`src/rtl/boot_loader_pkg.sv`:
```
// Shared types and constants for the UART boot loader and its byte receiver.
package boot_loader_pkg;

  typedef enum logic [2:0] {
    WAIT_SYNC,
    LEN,
    DATA,
    CSUM,
    DONE
  } state_t;

  typedef enum logic [1:0] {
    RX_IDLE,
    RX_START,
    RX_BITS,
    RX_STOP
  } rx_state_t;

  localparam logic [7:0]  SYNC_BYTE = 8'hA5;
  localparam int unsigned LEN_BYTES = 4;

endpackage

```
`src/rtl/uart_rx_byte.sv`:
```
// 8N1 UART byte receiver: 2-flop synchronizer, start-bit glitch rejection,
// one-cycle byte_valid or frame_err pulse after sampling the stop bit.
module uart_rx_byte
  import boot_loader_pkg::*;
#(
  parameter int unsigned CLKS_PER_BIT = 868
) (
  input  logic       clk,
  input  logic       rst_n,
  input  logic       rx,
  output logic       byte_valid,
  output logic [7:0] byte_data,
  output logic       frame_err
);

  localparam int unsigned    CW       = $clog2(CLKS_PER_BIT);
  localparam logic [CW-1:0]  FULL_CNT = CW'(CLKS_PER_BIT - 1);
  localparam logic [CW-1:0]  HALF_CNT = CW'(CLKS_PER_BIT / 2 - 1);

  logic            r_rx_meta;
  logic            r_rx_sync;
  logic            r_rx_prev;
  rx_state_t       r_state;
  logic [CW-1:0]   r_cnt;
  logic [2:0]      r_bit;
  logic [7:0]      r_shift;
  logic            r_valid;
  logic            r_ferr;

  // NOTE: non-blocking assignments everywhere here, so every flop samples the
  // pre-edge value of the others regardless of statement order.
  always_ff @(posedge clk) begin
    if (!rst_n) begin
      r_rx_meta <= 1'b1;
      r_rx_sync <= 1'b1;
      r_rx_prev <= 1'b1;
      r_state   <= RX_IDLE;
      r_cnt     <= '0;
      r_bit     <= '0;
      r_shift   <= '0;
      r_valid   <= 1'b0;
      r_ferr    <= 1'b0;
    end else begin
      r_rx_meta <= rx;
      r_rx_sync <= r_rx_meta;
      r_rx_prev <= r_rx_sync;
      r_valid   <= 1'b0;
      r_ferr    <= 1'b0;
      case (r_state)
        RX_IDLE: begin
          if (!r_rx_sync && r_rx_prev) begin
            r_state <= RX_START;
            r_cnt   <= '0;
          end
        end
        RX_START: begin
          if (r_cnt == HALF_CNT) begin
            // A start bit that is high again at mid-bit was a glitch.
            r_state <= r_rx_sync ? RX_IDLE : RX_BITS;
            r_cnt   <= '0;
            r_bit   <= '0;
          end else begin
            r_cnt <= r_cnt + 1'b1;
          end
        end
        RX_BITS: begin
          if (r_cnt == FULL_CNT) begin
            r_cnt   <= '0;
            r_shift <= {r_rx_sync, r_shift[7:1]};
            r_bit   <= r_bit + 3'd1;
            if (r_bit == 3'd7) r_state <= RX_STOP;
          end else begin
            r_cnt <= r_cnt + 1'b1;
          end
        end
        RX_STOP: begin
          if (r_cnt == FULL_CNT) begin
            r_state <= RX_IDLE;
            r_valid <= r_rx_sync;
            r_ferr  <= ~r_rx_sync;
          end else begin
            r_cnt <= r_cnt + 1'b1;
          end
        end
        default: r_state <= RX_IDLE;
      endcase
    end
  end

  assign byte_valid = r_valid;
  assign byte_data  = r_shift;
  assign frame_err  = r_ferr;

endmodule

```
`src/rtl/boot_loader.sv`:
```
// UART image loader: sync/length/payload/checksum frame into RAM, core held in
// reset until the checksum matches. BOOT_LOADER_RELOAD_EN allows reload from DONE.
module boot_loader
  import boot_loader_pkg::*;
#(
  parameter int unsigned CLKS_PER_BIT = 868,
  parameter int unsigned MEM_SIZE     = 'h2024
) (
  input  logic        clk,
  input  logic        rst_n,
  input  logic        uart_rx,
  output logic        mem_we,
  output logic [31:0] mem_addr,
  output logic [7:0]  mem_wd,
  output logic        core_rst_n,
  output logic        busy,
  output logic        err
);

  logic        w_byte_valid;
  logic [7:0]  w_byte_data;
  logic        w_frame_err;
  logic [31:0] w_len_next;

  state_t      r_state;
  logic [31:0] r_len;
  logic [31:0] r_idx;
  logic [7:0]  r_sum;
  logic [1:0]  r_len_cnt;
  logic        r_mem_we;
  logic [31:0] r_mem_addr;
  logic [7:0]  r_mem_wd;
  logic        r_core_rst_n;
  logic        r_busy;
  logic        r_err;

  uart_rx_byte #(.CLKS_PER_BIT(CLKS_PER_BIT)) u_rx (
    .clk        (clk),
    .rst_n      (rst_n),
    .rx         (uart_rx),
    .byte_valid (w_byte_valid),
    .byte_data  (w_byte_data),
    .frame_err  (w_frame_err)
  );

  // Length arrives little-endian, so each new byte shifts in from the top.
  assign w_len_next = {w_byte_data, r_len[31:8]};

  always_ff @(posedge clk) begin
    if (!rst_n) begin
      r_state      <= WAIT_SYNC;
      r_len        <= '0;
      r_idx        <= '0;
      r_sum        <= '0;
      r_len_cnt    <= '0;
      r_mem_we     <= 1'b0;
      r_mem_addr   <= '0;
      r_mem_wd     <= '0;
      r_core_rst_n <= 1'b0;
      r_busy       <= 1'b0;
      r_err        <= 1'b0;
    end else begin
      r_mem_we <= 1'b0;
      if (w_frame_err && r_state != DONE) begin
        r_err   <= 1'b1;
        r_state <= WAIT_SYNC;
        r_busy  <= 1'b0;
      end else if (w_byte_valid) begin
        case (r_state)
          WAIT_SYNC: begin
            if (w_byte_data == SYNC_BYTE) begin
              r_err     <= 1'b0;
              r_len     <= '0;
              r_idx     <= '0;
              r_sum     <= '0;
              r_len_cnt <= '0;
              r_state   <= LEN;
              r_busy    <= 1'b1;
            end
          end
          LEN: begin
            r_len     <= w_len_next;
            r_len_cnt <= r_len_cnt + 2'd1;
            if (r_len_cnt == 2'(LEN_BYTES - 1)) begin
              if (w_len_next > MEM_SIZE) begin
                r_err   <= 1'b1;
                r_state <= WAIT_SYNC;
                r_busy  <= 1'b0;
              end else if (w_len_next == 32'd0) begin
                r_state <= CSUM;
              end else begin
                r_state <= DATA;
              end
            end
          end
          DATA: begin
            r_mem_we   <= 1'b1;
            r_mem_addr <= r_idx;
            r_mem_wd   <= w_byte_data;
            r_sum      <= r_sum + w_byte_data;
            r_idx      <= r_idx + 32'd1;
            if (r_idx == r_len - 32'd1) r_state <= CSUM;
          end
          CSUM: begin
            r_busy <= 1'b0;
            if (w_byte_data == r_sum) begin
              r_state      <= DONE;
              r_core_rst_n <= 1'b1;
            end else begin
              r_err   <= 1'b1;
              r_state <= WAIT_SYNC;
            end
          end
          DONE: begin
`ifdef BOOT_LOADER_RELOAD_EN
            if (w_byte_data == SYNC_BYTE) begin
              r_core_rst_n <= 1'b0;
              r_err        <= 1'b0;
              r_len        <= '0;
              r_idx        <= '0;
              r_sum        <= '0;
              r_len_cnt    <= '0;
              r_state      <= LEN;
              r_busy       <= 1'b1;
            end
`else
            r_state <= DONE;
`endif
          end
          default: r_state <= WAIT_SYNC;
        endcase
      end
    end
  end

  assign mem_we     = r_mem_we;
  assign mem_addr   = r_mem_addr;
  assign mem_wd     = r_mem_wd;
  assign core_rst_n = r_core_rst_n;
  assign busy       = r_busy;
  assign err        = r_err;

endmodule

```
`config.mk`:
```
export PLATFORM = sky130hd
export DESIGN_NAME = boot_loader
export DESIGN_NICKNAME = d
export VERILOG_FILES = /design/src/rtl/boot_loader_pkg.sv /design/src/rtl/uart_rx_byte.sv /design/src/rtl/boot_loader.sv
export SDC_FILE = /design/constraint.sdc
export NUM_CORES = 1
export LEC_CHECK = 0
export ABC_AREA = 1
export CORE_ASPECT_RATIO = 1.1
export CORE_MARGIN = 1
export CORE_UTILIZATION = 55
export CTS_CLUSTER_DIAMETER = 200
export DETAILED_ROUTE_END_ITERATION = 12
export HOLD_SLACK_MARGIN = 0.02
export PLACE_DENSITY = 0.79
export SLEW_MARGIN = 20
export SYNTH_ARGS = -nofsm -noshare
export SYNTH_HDL_FRONTEND = slang
export SYNTH_SLANG_ARGS = --single-unit
```
`constraint.sdc`:
```
create_clock -name clk -period 2.25 [get_ports clk]
set_input_delay 0.5625 -clock clk [delete_from_list [all_inputs] [get_ports clk]]
set_output_delay 0.5625 -clock clk [all_outputs]
set_load 0.005 [all_outputs]
```
; After elaboration in Yosys (flattened, before gate mapping)
; Index checks and enable logic that the tools add are counted.
[classes]
bitwise = 4
muxes = 41
n_shift = 0
div_mod_pow = 0
mul = 0
addsub = 6
n_reduce_logical = 26
n_lt_le_gt_ge = 1
n_eq_ne = 29
[ops]
columns = cell, n
row1 = case mux 32 bit (2 select lines), 2
row2 = two-way mux 10 bit, 4
row3 = case mux 10 bit (4 select lines), 1
row4 = adder 32 x 1 -> 32 bit (second input constant), 1
row5 = equality test 32 bit, 1
row6 = greater-than comparator 32 x 14 -> 1 bit (second input constant), 1
row7 = logical NOT 32 bit, 1
row8 = two-way mux 32 bit, 1
row9 = subtractor 32 x 1 -> 32 bit (second input constant), 1
row10 = two-way mux 3 bit, 6
row11 = two-way mux 2 bit, 8
row12 = case mux 8 bit (2 select lines), 1
row13 = AND reduction 4 bit, 4
row14 = inequality test 3 bit (second input constant), 5
row15 = case mux 3 bit (5 select lines), 1
row16 = two-way mux 1 bit, 11
row17 = adder 10 x 1 -> 10 bit (second input constant), 1
row18 = equality test 10 bit (second input constant), 1
row19 = equality test 10 x 9 -> 1 bit (second input constant), 1
row20 = inequality test 2 x 1 -> 1 bit (second input constant), 5
row21 = inequality test 2 bit (second input constant), 5
row22 = AND reduction 5 bit, 2
row23 = AND reduction 3 bit, 3
row24 = adder 8 bit, 1
row25 = 26 further kinds, 39
[word_totals]
output_inout_bits = 44
in_bits = 3
regBits = 149
elab_cells = 127
mem_bits_ro = 0
n_memories = 0
mem_bits_rw = 0
latchBits = 0

; Depth between registers and ports, before layout
[depth]
depth_word = 6
mapped_depth = 18
mapped_depth_nobuf = 18

; By module
; Synthesis repeated with hierarchy kept, for this count alone.
[unflattened]
hier_cells = 1219
area_unflattened_um2 = 8304.2
[by_module_without_submodules]
columns = module, cells_per_inst, instances, area_each_um2
row1 = boot_loader, 1040, 1, 6906.6
row2 = uart_rx_byte, 179, 1, 1397.6

; Worst setup path after synthesis
; No wires, ideal clock.
[synth_timing]
kind = reg-to-reg
start = register r_len[0]
end = register r_state[0]
required_time_ns = 2.135
path_slack_ns = 0.216
stages_incl_launch_ff = 18
arrival_ns = 1.919
setup_ns = 0.115
path_cell_list = dfxtp_1 -> inv_1 -> ha_1 -> nand3_1 -> nor2_1 -> nand2_1 -> inv_1 -> nand3_1 -> nand2_1 -> nand2_1 -> nor2_1 -> nand2_1 -> nor2_1 -> nand3_1 -> nand2_2 -> nand3_1 -> nand2_1 -> nor2_1
[synth_via]
elab_chain_cells = 4
[synth_rtl]
columns = element, line_no
row1 = "start, declared", boot_loader.sv:26  ; logic [31:0] r_len;
row2 = "start signal, assigned", boot_loader.sv:82  ; r_len <= w_len_next;
row3 = subtractor 32 x 1 -> 32 bit, boot_loader.sv:102  ; if (r_idx == r_len - 32'd1) r_state <= CSUM;
row4 = equality test 32 bit, boot_loader.sv:102
row5 = inequality test 2 bit (no source line), n/a
row6 = AND reduction 4 bit (no source line), n/a
row7 = "end signal, assigned", boot_loader.sv:102
row8 = "end signal, assigned", boot_loader.sv:107  ; r_state <= DONE;
row9 = "end signal, assigned", boot_loader.sv:111  ; r_state <= WAIT_SYNC;
row10 = "end, declared", boot_loader.sv:25  ; state_t r_state;
; Every way passes these cells.
; A chain may end at the register's enable or synchronous reset.

; Worst setup path in the final report
[layout_timing]
start = register r_len[1]
end = register r_state[2]
; Same word-level chain as after synthesis.

==> metrics.cfg <==
[synthesis]
synth_area_leaders=dfxtp_1 37%, nand2_1 11%, a21oi_1 8.3%
yosys_warnings=0
async_flop_share_pct=0
yosysTopAreaCell=dfxtp_1
syn_area_sq_um=7976
ys.flop_type=dfxtp_1
synth_most_common_cell=nand2_1
synth_top_area_share_pct=37.40
ys_ff_latch=149
synthDistinctLibCells=47
synthCells=1168
synth_edf_count=0
avgSynthCellArea_sq_um=6.829
syn-num-nets=1190
synthTopCellsByCount=224 x nand2_1, 149 x dfxtp_1, 144 x inv_1
seq_area_frac_synth_pct=37.40

[critical_path]
path_cells=inv_2, ha_4, nand3_4, nor2_4, nand4_1, nand2_1, inv_1, nor2_1, nand2_1, nor2_1, nand2_1, nor2_1, nand3_1, nand2_2, nand3_1, nand2_1, nor2_1
cp_max_fo=7
critPathRequiredTime_ns=2.57
reg2reg_from=r_len[1]
worstSetupStartpoint=r_len[1]
crit_arrival_ns=2.46
start_kind=register
cp-end-kind=register
crit_slowest_cell=dfxtp_1
crit_buf_inv=2
path_delay_family=simple AND/OR/NAND/NOR gates
cpPeakStageDelay_ns=0.33
crit_type=reg2reg

[power_and_ir_drop]
p_switching_mw=1.341
pwr-share-seq_pct=47.5
total_power_mw=5.592
combPwrFrac_pct=2.9
p_leak_nw=4.120
power.share.switching_pct=23.97
clockPowerShare_pct=49.6
vdd_ir_drop_max_v=0.0007157
p_int_mw=4.251
powerDensity_nw_per_um2=575.4

[sta]
slew_violations=0
worstMarginPinSlew_ns=0.5553
period_needed_ns=2.142
hold_slack_ns=0.4137
maxSlewHeadroom_pct=62.64
final.period_utilization_pct=95.21
tns_ns=0
timing.final.hold_violations=0
setup_viol=0
clock-skew-final_ns=0.008086
rsz0062_at_grt=true
fmax_mhz=466.8

[detailed_routing]
vias=8211
drc=0
viasPerCell=5.639
ant_nets=0
dr.pass1.iters=7
wirelength_mm=23.31
drt_iter0_drc=606
wl_per_cell_microns=16.01

[grt]
grt_usage_pct=32.13
grt_max_degree=69
grt_pass1_wl_mm=36.83
grt_antenna_before_repair=0
grt-ovfl-total=0
grt_pass1_vias=7527

[finish]
syn_to_final_growth_pct=21.84
finish.net_count=1277
drive_gt1_share_pct=12.30
diodes=0

[clock_network]
clock_latency_ns=0.43
cts.sinks=149
cts_tree=built
cts_made_buffers=17
clockBufferDepth=2
path_clk_slew_ns=0.06
cts_root_buf=clkbuf_16
cts_htree_levels=4

[placement]
routabilityCongestion=1.007
post-dp-hpwl_mm=17.31
port_buffers=46

[floorplanning]
initial_core_util_pct=57.12
die_area_sq_um=14990
die_w_microns=116.8
boundaryPins=47
rows=45
core_sq_um=13960
die_h_microns=128.3

[outcome]
outcome=complete, no violations

[job]
max-cap-violations=0

[min_path]
hold_class=reg2reg
hold_start=u_rx.r_rx_meta

[layer usage]
| layer | track usage, % | vias up | wire [microns] |
|---|---|---|---|
| li1 | - | 4055 | - |
| met1 | 39.46 | 3802 | 9953 |
| met2 | 54.89 | 297 | 11260 |
| met3 | 5.437 | 57 | 1311 |
| met4 | 14.22 | 0 | 780 |
| met5 | 0 | - | 0 |
[power groups by stage]
stage / sequential (mW) / combinational [mW] / clock [mW]
final: 2.66 / 0.164 / 2.77
after CTS: 2.66 / 0.161 / 2.81
after global routing: 2.66 / 0.182 / 2.93
after detailed placement: 2.72 / 0.160 / 0
after floorplan: 2.71 / 0.110 / 0
after global placement: 2.72 / 0.158 / 0
[worst paths after layout]
kind	end	slack (ns)	depth (start not counted)
worst min register to register	u_rx.r_rx_sync	0.41	1
worst min-delay path	u_rx.r_rx_sync	0.41	1
worst max register to register	r_state[2]	0.11	17
worst max-delay path	r_state[2]	0.11	17
[area by class of cell]
cell class	count	area [sq um]
Clock buffer	18	429.2
Clock inverter	14	145.1
Fill cell	1241	4245
Inverter	149	559.3
Multi-Input combinational cell	831	4398
Sequential cell	149	2995
Tap cell	188	235.2
Timing Repair Buffer	107	955.9
[metrics by stage]
stage	setup WS, ns	util (%)	instances	cell area, sq um
3_5_place_dp	0.008375	64.14	1417	8956
3_3_place_gp	0.06551	64.14	1417	8956
4_1_cts	0.003773	68.25	1449	9530
5_1_grt	-0.1272	69.60	1456	9718
6_report	0.1078	69.60	1456	9718
2_1_floorplan	0.2165	-	1168	7976
[flip-flops by register name, summed over array words and instances (netlist names), 3 cells and up, named ones only]
name and count:
r_len 32, r_state 3, u_rx.r_cnt 10, u_rx.byte_data 8
mem_wd 8, r_sum 8, r_idx 32, u_rx.r_bit 3
mem_addr 32
[cells by family (layout without fill, tap and decap cells)]
logic type               after synthesis  in the layout  share of synthesized area [%]
AND/OR/NAND/NOR                      521            521                          28.80
AO/OA/AOI/OAI                        259            259                          18.21
buffers and inverters                188            288                          9.004
flip-flops                           149            149                          37.40
XOR/XNOR                              32             32                          3.514
adder cells (fa/ha/maj)               19             19                          3.075
[what timing repair did]
action,in CTS,in global routing
setup endpoints to repair,0,22
setup buffers,0,7
hold buffers,0,0
resized for setup,0,48
[cell usage in the layout (no fill, tap or decap), drive strengths merged, types with 2 or more instances in the layout]
cell type      instances
nand2                229
inv                  154
dfxtp                149
nor2                 149
a21oi                132
o21ai                 72
buf                   61
nand3                 60
clkdlybuf4s50         46
a211oi                36
nor3                  32
xor2                  19
ha                    18
clkbuf                18
nand4                 17
nor4                  15
xnor2                 13
nand3b                11
clkinvlp               4
clkinv                 4
or2                    3
nor3b                  3
o21a                   3
o211ai                 2
a21boi                 2
o22ai                  2
a221oi                 2
No activity file was read; power rests on OpenSTA's default activity.
